<file path="config.mk">
export PLATFORM = sky130hd
export DESIGN_NAME = dest_reg_pipe
export DESIGN_NICKNAME = d
export VERILOG_FILES = /design/src/rtl/dest_reg_pipe.sv
export SDC_FILE = /design/constraint.sdc
export NUM_CORES = 1
export LEC_CHECK = 0
export ABC_AREA = 1
export ABC_CLOCK_PERIOD_IN_PS = 1170
export CORE_AREA = 2 2 76 78
export CTS_CLUSTER_DIAMETER = 50
export DETAILED_ROUTE_END_ITERATION = 6
export DIE_AREA = 0 0 78 80
export HOLD_SLACK_MARGIN = 0.03
export PLACE_DENSITY = 0.76
export SLEW_MARGIN = 40
export SYNTH_ARGS = -nofsm -noshare
export SYNTH_HDL_FRONTEND = slang
export SYNTH_SLANG_ARGS = --single-unit
</file>
<file path="constraint.sdc">
create_clock -name clk -period 1.17 [get_ports clk]
set_input_delay 0.1755 -clock clk [delete_from_list [all_inputs] [get_ports clk]]
set_output_delay 0.1755 -clock clk [all_outputs]
set_load 0.02 [all_outputs]
</file>
<file path="src/rtl/dest_reg_pipe.sv">
// Destination-register pipeline: decodes a one-hot opcode into a write
// destination (RD or RS2), carries it through DEPTH stages with stall/flush,
// and flags RAW hazards against two source addresses.
module dest_reg_pipe #(
  parameter int unsigned    AW         = 5,
  parameter int unsigned    OPW        = 20,
  parameter int unsigned    DEPTH      = 4,
  parameter logic [OPW-1:0] SEL_A_MASK = 20'hC0073,
  parameter logic [OPW-1:0] SEL_B_MASK = 20'h03F8C,
  parameter logic [OPW-1:0] WE_MASK    = 20'hC3FFF,
  parameter bit             ZERO_REG   = 1'b1
) (
  input  logic                clk,
  input  logic                rst,
  input  logic                in_valid,
  input  logic [OPW-1:0]      in_op,
  input  logic [AW-1:0]       in_rd,
  input  logic [AW-1:0]       in_rs2,
  input  logic                stall,
  input  logic                flush,
  input  logic [AW-1:0]       src_a,
  input  logic [AW-1:0]       src_b,
  output logic [DEPTH*AW-1:0] dst_addr,
  output logic [DEPTH-1:0]    dst_we,
  output logic [DEPTH-1:0]    dst_valid,
  output logic [AW-1:0]       wb_addr,
  output logic                wb_we,
  output logic [DEPTH-1:0]    haz_a,
  output logic [DEPTH-1:0]    haz_b,
  output logic                illegal_op
);

  logic                    match_a_c;
  logic                    match_b_c;
  logic                    onehot_c;
  logic                    illegal_c;
  logic                    accept_c;
  logic [AW-1:0]           sel_addr_c;
  logic                    sel_we_c;

  logic [DEPTH-1:0][AW-1:0] addr_q, addr_d;
  logic [DEPTH-1:0]         we_q, we_d;
  logic [DEPTH-1:0]         valid_q, valid_d;
  logic                     illegal_q, illegal_d;

  // Opcode decode: pick destination field, write-enable and legality
  always_comb begin
    match_a_c  = |(in_op & SEL_A_MASK);
    match_b_c  = |(in_op & SEL_B_MASK);
    onehot_c   = (in_op != '0) && ((in_op & (in_op - OPW'(1))) == '0);
    illegal_c  = ~onehot_c | ~(match_a_c | match_b_c);
    sel_addr_c = '0;
    if (match_a_c) begin
      sel_addr_c = in_rd;
    end else if (match_b_c) begin
      sel_addr_c = in_rs2;
    end
    sel_we_c = |(in_op & WE_MASK) & (match_a_c | match_b_c) & ~illegal_c;
    if (ZERO_REG && (sel_addr_c == '0)) begin
      sel_we_c = 1'b0;
    end
    accept_c = in_valid & ~stall & ~flush;
  end

  // Next-state for the stage registers: accept/hold/bubble at stage 0, shift beyond
  always_comb begin
    addr_d    = addr_q;
    we_d      = we_q;
    valid_d   = valid_q;
    illegal_d = accept_c & illegal_c;

    if (flush) begin
      addr_d[0]  = '0;
      we_d[0]    = 1'b0;
      valid_d[0] = 1'b0;
    end else if (stall) begin
      addr_d[0]  = addr_q[0];
      we_d[0]    = we_q[0];
      valid_d[0] = valid_q[0];
    end else if (accept_c) begin
      addr_d[0]  = sel_addr_c;
      we_d[0]    = sel_we_c;
      valid_d[0] = 1'b1;
    end else begin
      addr_d[0]  = '0;
      we_d[0]    = 1'b0;
      valid_d[0] = 1'b0;
    end

    for (int unsigned k = 1; k < DEPTH; k++) begin
      if ((k == 1) && (stall || flush)) begin
        addr_d[k]  = '0;
        we_d[k]    = 1'b0;
        valid_d[k] = 1'b0;
      end else begin
        addr_d[k]  = addr_q[k-1];
        we_d[k]    = we_q[k-1];
        valid_d[k] = valid_q[k-1];
      end
    end
  end

  // Stage registers with synchronous reset
  always_ff @(posedge clk) begin
    if (rst) begin
      addr_q    <= '0;
      we_q      <= '0;
      valid_q   <= '0;
      illegal_q <= 1'b0;
    end else begin
      addr_q    <= addr_d;
      we_q      <= we_d;
      valid_q   <= valid_d;
      illegal_q <= illegal_d;
    end
  end

  // RAW hazard flags from the registered stages; address 0 never hazards when hardwired
  always_comb begin
    haz_a = '0;
    haz_b = '0;
    for (int unsigned k = 0; k < DEPTH; k++) begin
      haz_a[k] = valid_q[k] & we_q[k] & (addr_q[k] == src_a) &
                 ~(ZERO_REG && (src_a == '0));
      haz_b[k] = valid_q[k] & we_q[k] & (addr_q[k] == src_b) &
                 ~(ZERO_REG && (src_b == '0));
    end
  end

  assign dst_addr   = addr_q;
  assign dst_we     = we_q;
  assign dst_valid  = valid_q;
  assign wb_addr    = addr_q[DEPTH-1];
  assign wb_we      = we_q[DEPTH-1] & valid_q[DEPTH-1];
  assign illegal_op = illegal_q;

endmodule

</file>
==> results.sh <==
export IMPL_cts_hold_buf=0
export IMPL_vdd_drop_max_uv=654
export IMPL_synthCells=346
export IMPL_cap_viol_max_count=0
export IMPL_p_leak_nw=2.00
export IMPL_outcome="finished with violations"
export IMPL_routed_via_density=5.36
export IMPL_die_area_sq_mm=0.00624
export IMPL_ys_types=31
export IMPL_cp_arrival_ps=1770
export IMPL_path_max_fanout=3
export IMPL_track_usage_pct=29.5
export IMPL_htreeDepth=2
export IMPL_gp_congestion=0.971
export IMPL_vias=3231
export IMPL_die_w_um=78
export IMPL_fill_cells=350
export IMPL_core_area_sq_mm=0.00541
export IMPL_violations="setup timing"
export IMPL_fin_hold_ws_ps=388
export IMPL_synth_top_area_share_pct=28.1
export IMPL_timing_final_crit_share_pct=167
export IMPL_drc=0
export IMPL_hold_class="primary input to register"
export IMPL_crit_required_ps=990
export IMPL_rrSetupSlack_ps=340
export IMPL_clock_path_buffers=2
export IMPL_dp_slack_ps=-1220
export IMPL_synthTopCellsByCount="nor2_1, nand2_1, inv_1, dfxtp_1, nand3_1"
export IMPL_cts_buffers=5
export IMPL_finalWirelength_um=10400
export IMPL_synth_warnings=0
export IMPL_initialDrtViolationCount=289
export IMPL_cellPowerDensity_mw_per_mm2=618
export IMPL_reg2reg_to="dst_addr[3]"
export IMPL_grt_remaining_overflow=0
export IMPL_nets=575
export IMPL_crit_type="primary input to primary output"
export IMPL_layoutNonFillerInstCount=603
export IMPL_startpoint="src_b[2]"
export IMPL_rows=27
export IMPL_reg2reg_depth=3
export IMPL_fin_util_pct=79.3
export IMPL_seq_area_frac_synth_pct=28.1
export IMPL_ioPinCount=88
export IMPL_cts_root_buf="clkbuf_8"
export IMPL_tightest_slew_ps=385
export IMPL_postRouteAntennaNets=0
export IMPL_start_kind="primary input"
export IMPL_placed_cells=574
export IMPL_layout_drive_gt1_share_pct=55.4
export IMPL_ys_ff_latch=29
export IMPL_cp_endpoint="haz_b[3]"
export IMPL_diodes=0
export IMPL_portBuffers=87
export IMPL_netlist_top_cell_by_area="dfxtp_1"
export IMPL_antenna_found_initial=0
export IMPL_async_reset_ff_share_pct=0
export IMPL_final_setup_tns_ps=-4430
export IMPL_dieHeight_um=80
export IMPL_insertion_delay_ps=290
export IMPL_first_global_vias=3191
export IMPL_grt_pass1_wl_um=14500
export IMPL_slew_limit_headroom_pct=74.3
export IMPL_start_util_pct=38.2
export IMPL_finalSetupViolations=10
export IMPL_drtPass1Iterations=5
export IMPL_syn_nets=391
export IMPL_synth_edf_count=0
export IMPL_rsz0062_at_grt="true"
export IMPL_grt_max_degree=15
export IMPL_synth_area_per_cell_sq_um=5.97
export IMPL_synthFlopType="dfxtp_1"
export IMPL_path_clk_slew_ps=60
export IMPL_syn_to_final_growth_pct=107
export IMPL_yosysMostFrequentCell="nor2_1"
export IMPL_final_hold_viol_count=0
export IMPL_max_freq_mhz=513
export IMPL_synth_area_leaders="dfxtp_1, nor2_1, nand2_1, inv_1, nand3_1"
export IMPL_fin_crit_ps=1950
export IMPL_crit_path_end_kind="primary output"
export IMPL_clock_skew_ps=9.10
export IMPL_r2r_start="dst_addr[3]"
export IMPL_synth_area_sq_mm=0.00207
export IMPL_finalWorstSetupSlack_ps=-779
export IMPL_clock_sinks=29
export IMPL_hpwl_um=6410
export IMPL_wire_per_inst_um=17.3
export IMPL_drv_slew=0
export IMPL_cts_tree="yes"
[metrics by stage]
stage                     cell area (sq um)  power (mW)
after floorplan                        2290        1.21
after global placement                 3790        1.53
after CTS                              4110        2.55
after global routing                   4290        2.73
final                                  4290        2.65
after detailed placement               3790        1.55
[final cells by class]
type                       instances  area, sq um  share of cell area [%]
clock buffer                       6         93.8                    2.19
clock inverter                     2         16.3                   0.379
timing repair buffer             186         1430                    33.4
inverter                          60          235                    5.49
multi-input combinational        248         1770                    41.3
tap                               72         90.1                    2.10
sequential                        29          648                    15.1
[critical path, cell delays in order]
cell and delay (ps):
dlygate4sd2_1 280, inv_1 150, buf_4 150, nand2_1 60
a21oi_2 140, nand3_1 200, a2111oi_4 400, buf_4 210
[layout by cell type, fill, tap and decap left out, types with 8 or more instances in the layout]
| master | netlist | routed |
|---|---|---|
| a21oi_1 | 14 | 9 |
| buf_2 | 0 | 38 |
| buf_4 | 5 | 96 |
| buf_6 | 0 | 20 |
| clkdlybuf4s50_1 | 0 | 14 |
| dfxtp_2 | 0 | 9 |
| dfxtp_4 | 0 | 15 |
| dlygate4sd2_1 | 0 | 11 |
| inv_1 | 60 | 43 |
| inv_2 | 0 | 13 |
| nand2_1 | 75 | 60 |
| nand2_4 | 1 | 12 |
| nand3_1 | 15 | 12 |
| nor2_1 | 77 | 50 |
| nor2_2 | 2 | 12 |
| nor2_4 | 2 | 20 |
| xnor2_1 | 8 | 8 |
[power breakdown]
group          internal [mW]  switching, mW
clock                  0.551          0.434
combinational          0.317          0.382
sequential             0.958        0.00584
total                   1.83          0.822
[worst min-delay path by stage]
stage / end / depth (start not counted) / start / slack, ps
3_5_place_dp: dst_addr[11] / 2 / dst_addr[6] / 450
6_report: illegal_op / 7 / in_op[19] / 390
4_1_cts: dst_we[0] / 8 / in_op[19] / 440
5_1_grt: dst_we[0] / 8 / in_op[19] / 420
3_3_place_gp: dst_addr[11] / 2 / dst_addr[6] / 460
2_1_floorplan: dst_addr[11] / 1 / rst / 240
[sequential cells by signal, indices dropped and copies added, names as in the netlist]
signal and flops:
dst_addr 15, wb_addr 5, dst_valid 4, dst_we 4, illegal_op 1
[logic make-up after synthesis]
kind of cell,share of synthesized area [%]
compound gates,14.5
xor+xnor,4.66
buf+inv,13.6
flops,28.1
simple gates,39.2
[what timing repair did]
action / 4_1_cts / 5_1_grt
setup buffers: 17 / 6
gates resized for setup: 342 / 68
endpoints found under the setup margin: 50 / 20
gates cloned: 1 / 0
pin swaps: 69 / 39
[per-layer routing]
| layer | global-route usage [%] | vias up | part of all wire, % |
|---|---|---|---|
| met1 | 31.5 | 1519 | 37 |
| li1 | - | 1475 | - |
| met5 | 0 | - | 0 |
| met2 | 55.7 | 187 | 52 |
| met3 | 5.54 | 50 | 6.5 |
| met4 | 13.7 | 0 | 4.4 |
Power figures use the tool's default switching activity.
==> patch 1 (same flow settings) <==
`ZERO_REG`: 1'b1 -> 1'b0.
--- a/src/rtl/dest_reg_pipe.sv
+++ b/src/rtl/dest_reg_pipe.sv
@@ -8,7 +8,7 @@
   parameter logic [OPW-1:0] SEL_A_MASK = 20'hC0073,
   parameter logic [OPW-1:0] SEL_B_MASK = 20'h03F8C,
   parameter logic [OPW-1:0] WE_MASK    = 20'hC3FFF,
-  parameter bit             ZERO_REG   = 1'b1
+  parameter bit             ZERO_REG   = 1'b0
 ) (
   input  logic                clk,
   input  logic                rst,
Formal check against the unedited RTL: not equivalent (Yosys sat finds a counterexample within 4 cycles, from zero or initial values and one cycle with rst high).
==> patch 1 against the unedited design <==
  * The flow still finishes with violations (setup timing)
  * Final area decreased by 18%
  * Critical path depth decreased by 2
  * Wire length decreased by 40%
  * Total power decreased by 16%
  * Synthesized area decreased by 8.6%
  * Sequential cell count unchanged
  * Maximum frequency increased by 27%
  * Core utilization decreased by 15 points
  * Setup slack improved by 0.42 ns
  * Register-to-register slack improved by 0.07 ns
  * Clock power decreased by 23%
  * Sequential share of layout area increased by 3.4 points
  * Sequential power about the same
==> patch 1: results (changes against the unedited design) <==
critical_path:
  ff2ff_path_depth: 4  # +1
  r2r_start: "dst_addr[5]"
  crit_slowest_cell: "dfxtp_4"
  ff2ff_setup_slack_ns: 0.41  # +0.07 ns
  r2r_end: "dst_addr[10]"
  slowest_delay_ns: 0.36  # -0.04 ns
  arrival_ns: 1.36  # -0.41 ns
  cp_top_family: "flip-flops"
global_routing:
  use_met1_pct: 22.44  # -9.0 points
  grt_usage_pct: 20.11  # -9.3 points
  grt_pass1_vias: 2403  # -25%
  use_met3_pct: 4.186  # -1.4 points
  grt_pass1_wl_mm: 10.05  # -31%
synth:
  synth-xor-area-share_pct: 6.026  # +1.4 points
  syn_nets: 342  # -13%
  ys_seq_area_share_pct: 30.73  # +2.6 points
  async_flop_share_pct: 0  # unchanged
  synth-compound-area-share_pct: 16.75  # +2.3 points
  synth_area_leaders: "dfxtp_1 (31%), nand2_1 (13%), inv_1 (10%), nor2_1 (10%), xor2_1 (5.6%)"
  synth_top_cells_by_count: "nand2_1 (63), inv_1 (52), nor2_1 (51)"
detailed_routing:
  met2_length_mm: 3.186  # -41%
  dr_wl_met3_um: 393  # -42%
  drt_iter0_markers: 96  # -67%
  detail_route.wirelength_mm: 6.232  # -40%
  wl_met1_mm: 2.524  # -35%
  top_layer_used: "met4"
  first_pass_iters: 4  # -1
sta:
  final.setup_skew_ns: 0.001281  # -0.007815 ns
  setup_violations: 8  # -2
  worst_pin_slew_ns: 0.3718  # -0.01280 ns
  fin_ws_ns: -0.3621  # +0.4172 ns
  fin_hold_ws_ns: 0.3674  # -0.02088 ns
outcome:
  violations: "setup timing"
  outcome: "complete, but fails checks"
power_and_ir_drop:
  swShare_pct: 28.22  # -2.8 points
  pg_comb_mw: 0.511  # -27%
  leakage_nw: 1.667  # -17%
  vdd_drop_max_mv: 0.4302  # -34%
  clock_net_power_mw: 0.758  # -23%
  power.switching_mw: 0.6305  # -23%
place:
  dp_hpwl_mm: 4.866  # -24%
  gp_congestion: 0.9214  # -5.1%
  place_inst: 502  # -13%
  placed_cell_area_um2: 3417  # -9.8%
  place_ws_ns: -1.056  # +0.1593 ns
min_path:
  worstHoldPathCells: 4  # -3
  hp-class: "input pin to register"
  hp-start: "stall"
  whs_endpoint: "dst_addr[0]"
cells_and_area:
  fin_util_pct: 64.79  # -15 points
  fin_nets: 488  # -15%
  layout-drive-gt1-share_pct: 48.65  # -6.7 points
  fillCellCount: 497  # +42%
cts:
  htree_levels: 2  # unchanged
  numCtsBuffers: 5  # unchanged
patch 1: final cells by class:
cell class / count / share of cell area, %
Multi-Input combinational cell: 208 / 38.69
Tap cell: 72 / 2.572
Clock buffer: 5 / 1.965
Clock inverter: 3 / 0.3573
Inverter: 52 / 5.788
Sequential cell: 29 / 18.51
Timing Repair Buffer: 147 / 32.12
patch 1: worst max-delay path by stage:
stage                startpoint  endpoint  slack (ns)  cells after the start
finish              dst_addr[6]  haz_b[1]       -0.36                      6
global placement       src_a[0]  haz_a[0]       -1.04                      7
floorplan            wb_addr[0]  haz_a[3]       -0.07                      5
CTS                 dst_addr[7]  haz_b[1]       -0.37                      6
detailed placement     src_a[1]  haz_a[3]       -1.06                      8
global route        dst_addr[7]  haz_b[1]       -0.47                      6
patch 1: what timing repair did:
item,4_1_cts,5_1_grt
endpoints found under the setup margin,50,30
setup buffers,6,0
resized for setup,243,61
pin swaps,42,34
==> patch 2 (same settings) <==
Made on the original files. `addr_q` and `we_q` no longer have a reset.
--- a/src/rtl/dest_reg_pipe.sv
+++ b/src/rtl/dest_reg_pipe.sv
@@ -103,16 +103,17 @@
   // Stage registers with synchronous reset
   always_ff @(posedge clk) begin
     if (rst) begin
-      addr_q    <= '0;
-      we_q      <= '0;
       valid_q   <= '0;
       illegal_q <= 1'b0;
     end else begin
-      addr_q    <= addr_d;
-      we_q      <= we_d;
       valid_q   <= valid_d;
       illegal_q <= illegal_d;
     end
+  end
+
+  always_ff @(posedge clk) begin
+    addr_q <= addr_d;
+    we_q   <= we_d;
   end
 
   // RAW hazard flags from the registered stages; address 0 never hazards when hardwired
Function: changed (a bounded check fails within 4 cycles, from zero or initial values and one cycle with rst high).
==> patch 2 against the unedited design <==
  * The run still ends with setup timing left
  * Via count decreased by 17%
  * Sequential cell count unchanged
  * Maximum frequency increased by 15%
  * Synthesized cell count decreased by 11%
  * Wire length decreased by 27%
  * Critical path depth decreased by 1
  * Largest cell class unchanged
  * Total power decreased by 6.0%
  * Die area unchanged
  * Register-to-register slack got worse by 0.03 ns
  * Setup slack improved by 0.25 ns
  * Final area decreased by 12%
  * Synthesized area decreased by 6.8%
==> patch 2: results (changes against the unedited design) <==
global_routing:
  grt_pass1_vias: 2622  # -18%
  use_met3_pct: 4.638  # -0.90 points
  grt_max_degree: 10  # -5
  use_met1_pct: 27.52  # -4.0 points
sta:
  fin_ws_ns: -0.5264  # +0.2530 ns
  worst_pin_slew_ns: 0.4038  # +0.01926 ns
  setup_violations: 11  # +1
  final.setup_skew_ns: 0.002514  # -0.006582 ns
synth:
  ys_seq_area_share_pct: 30.15  # +2.1 points
  syn_nets: 352  # -10%
detailed_routing:
  wl_met1_mm: 3.003  # -22%
  detail_route.wirelength_mm: 7.606  # -27%
  vias_per_cell: 4.939  # -7.8%
  met2_length_mm: 3.971  # -27%
  first_pass_iters: 4  # -1
  dr_wl_met3_um: 411  # -40%
power_and_ir_drop:
  leakage_nw: 1.713  # -14%
  vdd_drop_max_mv: 0.4100  # -37%
critical_path:
  slowest_delay_ns: 0.36  # -0.04 ns
  crit_slowest_cell: "dfxtp_4"
  crit_fanout: 2  # -1
cts:
  post_cts_buffers: 6  # -11
outcome:
  violations: "setup timing"
  outcome: "complete, but fails checks"
place:
  gp_congestion: 0.9366  # -3.6%
cells_and_area:
  fin_nets: 513  # -11%
[patch 2: cell count changes in the layout (fill, tap and decap cells not counted), sizes merged, moves of 3 or more]
cell	before	now
inv	60	40
nor2	83	69
o21ai	8	13
nand2	78	74
clkbuf	9	15
o22ai	10	5
buf	155	125
o2111ai	4	7
[patch 2: area by class of cell]
cell class	count	share of cell area, %
Clock buffer	8	2.375
Inverter	40	4.157
Multi-Input combinational cell	228	40.32
Sequential cell	29	17.09
Tap cell	72	2.375
Timing Repair Buffer	164	33.69
[patch 2: through the flow]
stage          worst slack, ns  cells  area, um^2  total power [mW]  util (%)
2_1_floorplan          -0.2718    307        2120             1.240         -
4_1_cts                -0.6041    539        3706             2.458     68.56
6_report               -0.5264    541        3792             2.489     70.16
3_5_place_dp            -1.151    524        3523             1.592     65.19
5_1_grt                -0.5950    541        3792             2.621     70.16
3_3_place_gp            -1.087    524        3523             1.582     65.19
[patch 2: power by group]
| group | leakage [nW] | internal, mW | switching (mW) | total, mW |
|---|---|---|---|---|
| logic | 1.42 | 0.320 | 0.337 | 0.657 |
| registers | 0.251 | 0.970 | 0.0126 | 0.983 |
| clock network | 0.0455 | 0.478 | 0.370 | 0.849 |
[patch 2: final timing paths]
| kind | to | cells after the start | slack, ns | start |
|---|---|---|---|---|
| setup reg to reg | dst_addr[4] | 4 | 0.31 | dst_addr[4] |
| hold reg to reg | wb_addr[3] | 0 | 0.41 | dst_addr[13] |
| hold / removal | dst_we[0] | 3 | 0.25 | flush |
| setup / recovery | haz_a[2] | 7 | -0.53 | dst_addr[14] |
[patch 2: worst max-delay path, delay by kind of cell (launching register included)]
family,cells,cell delay [ns]
AO/OA/AOI/OAI,3,0.41
AND/OR/NAND/NOR,1,0.14
flip-flops,1,0.36
buffers and inverters,3,0.32
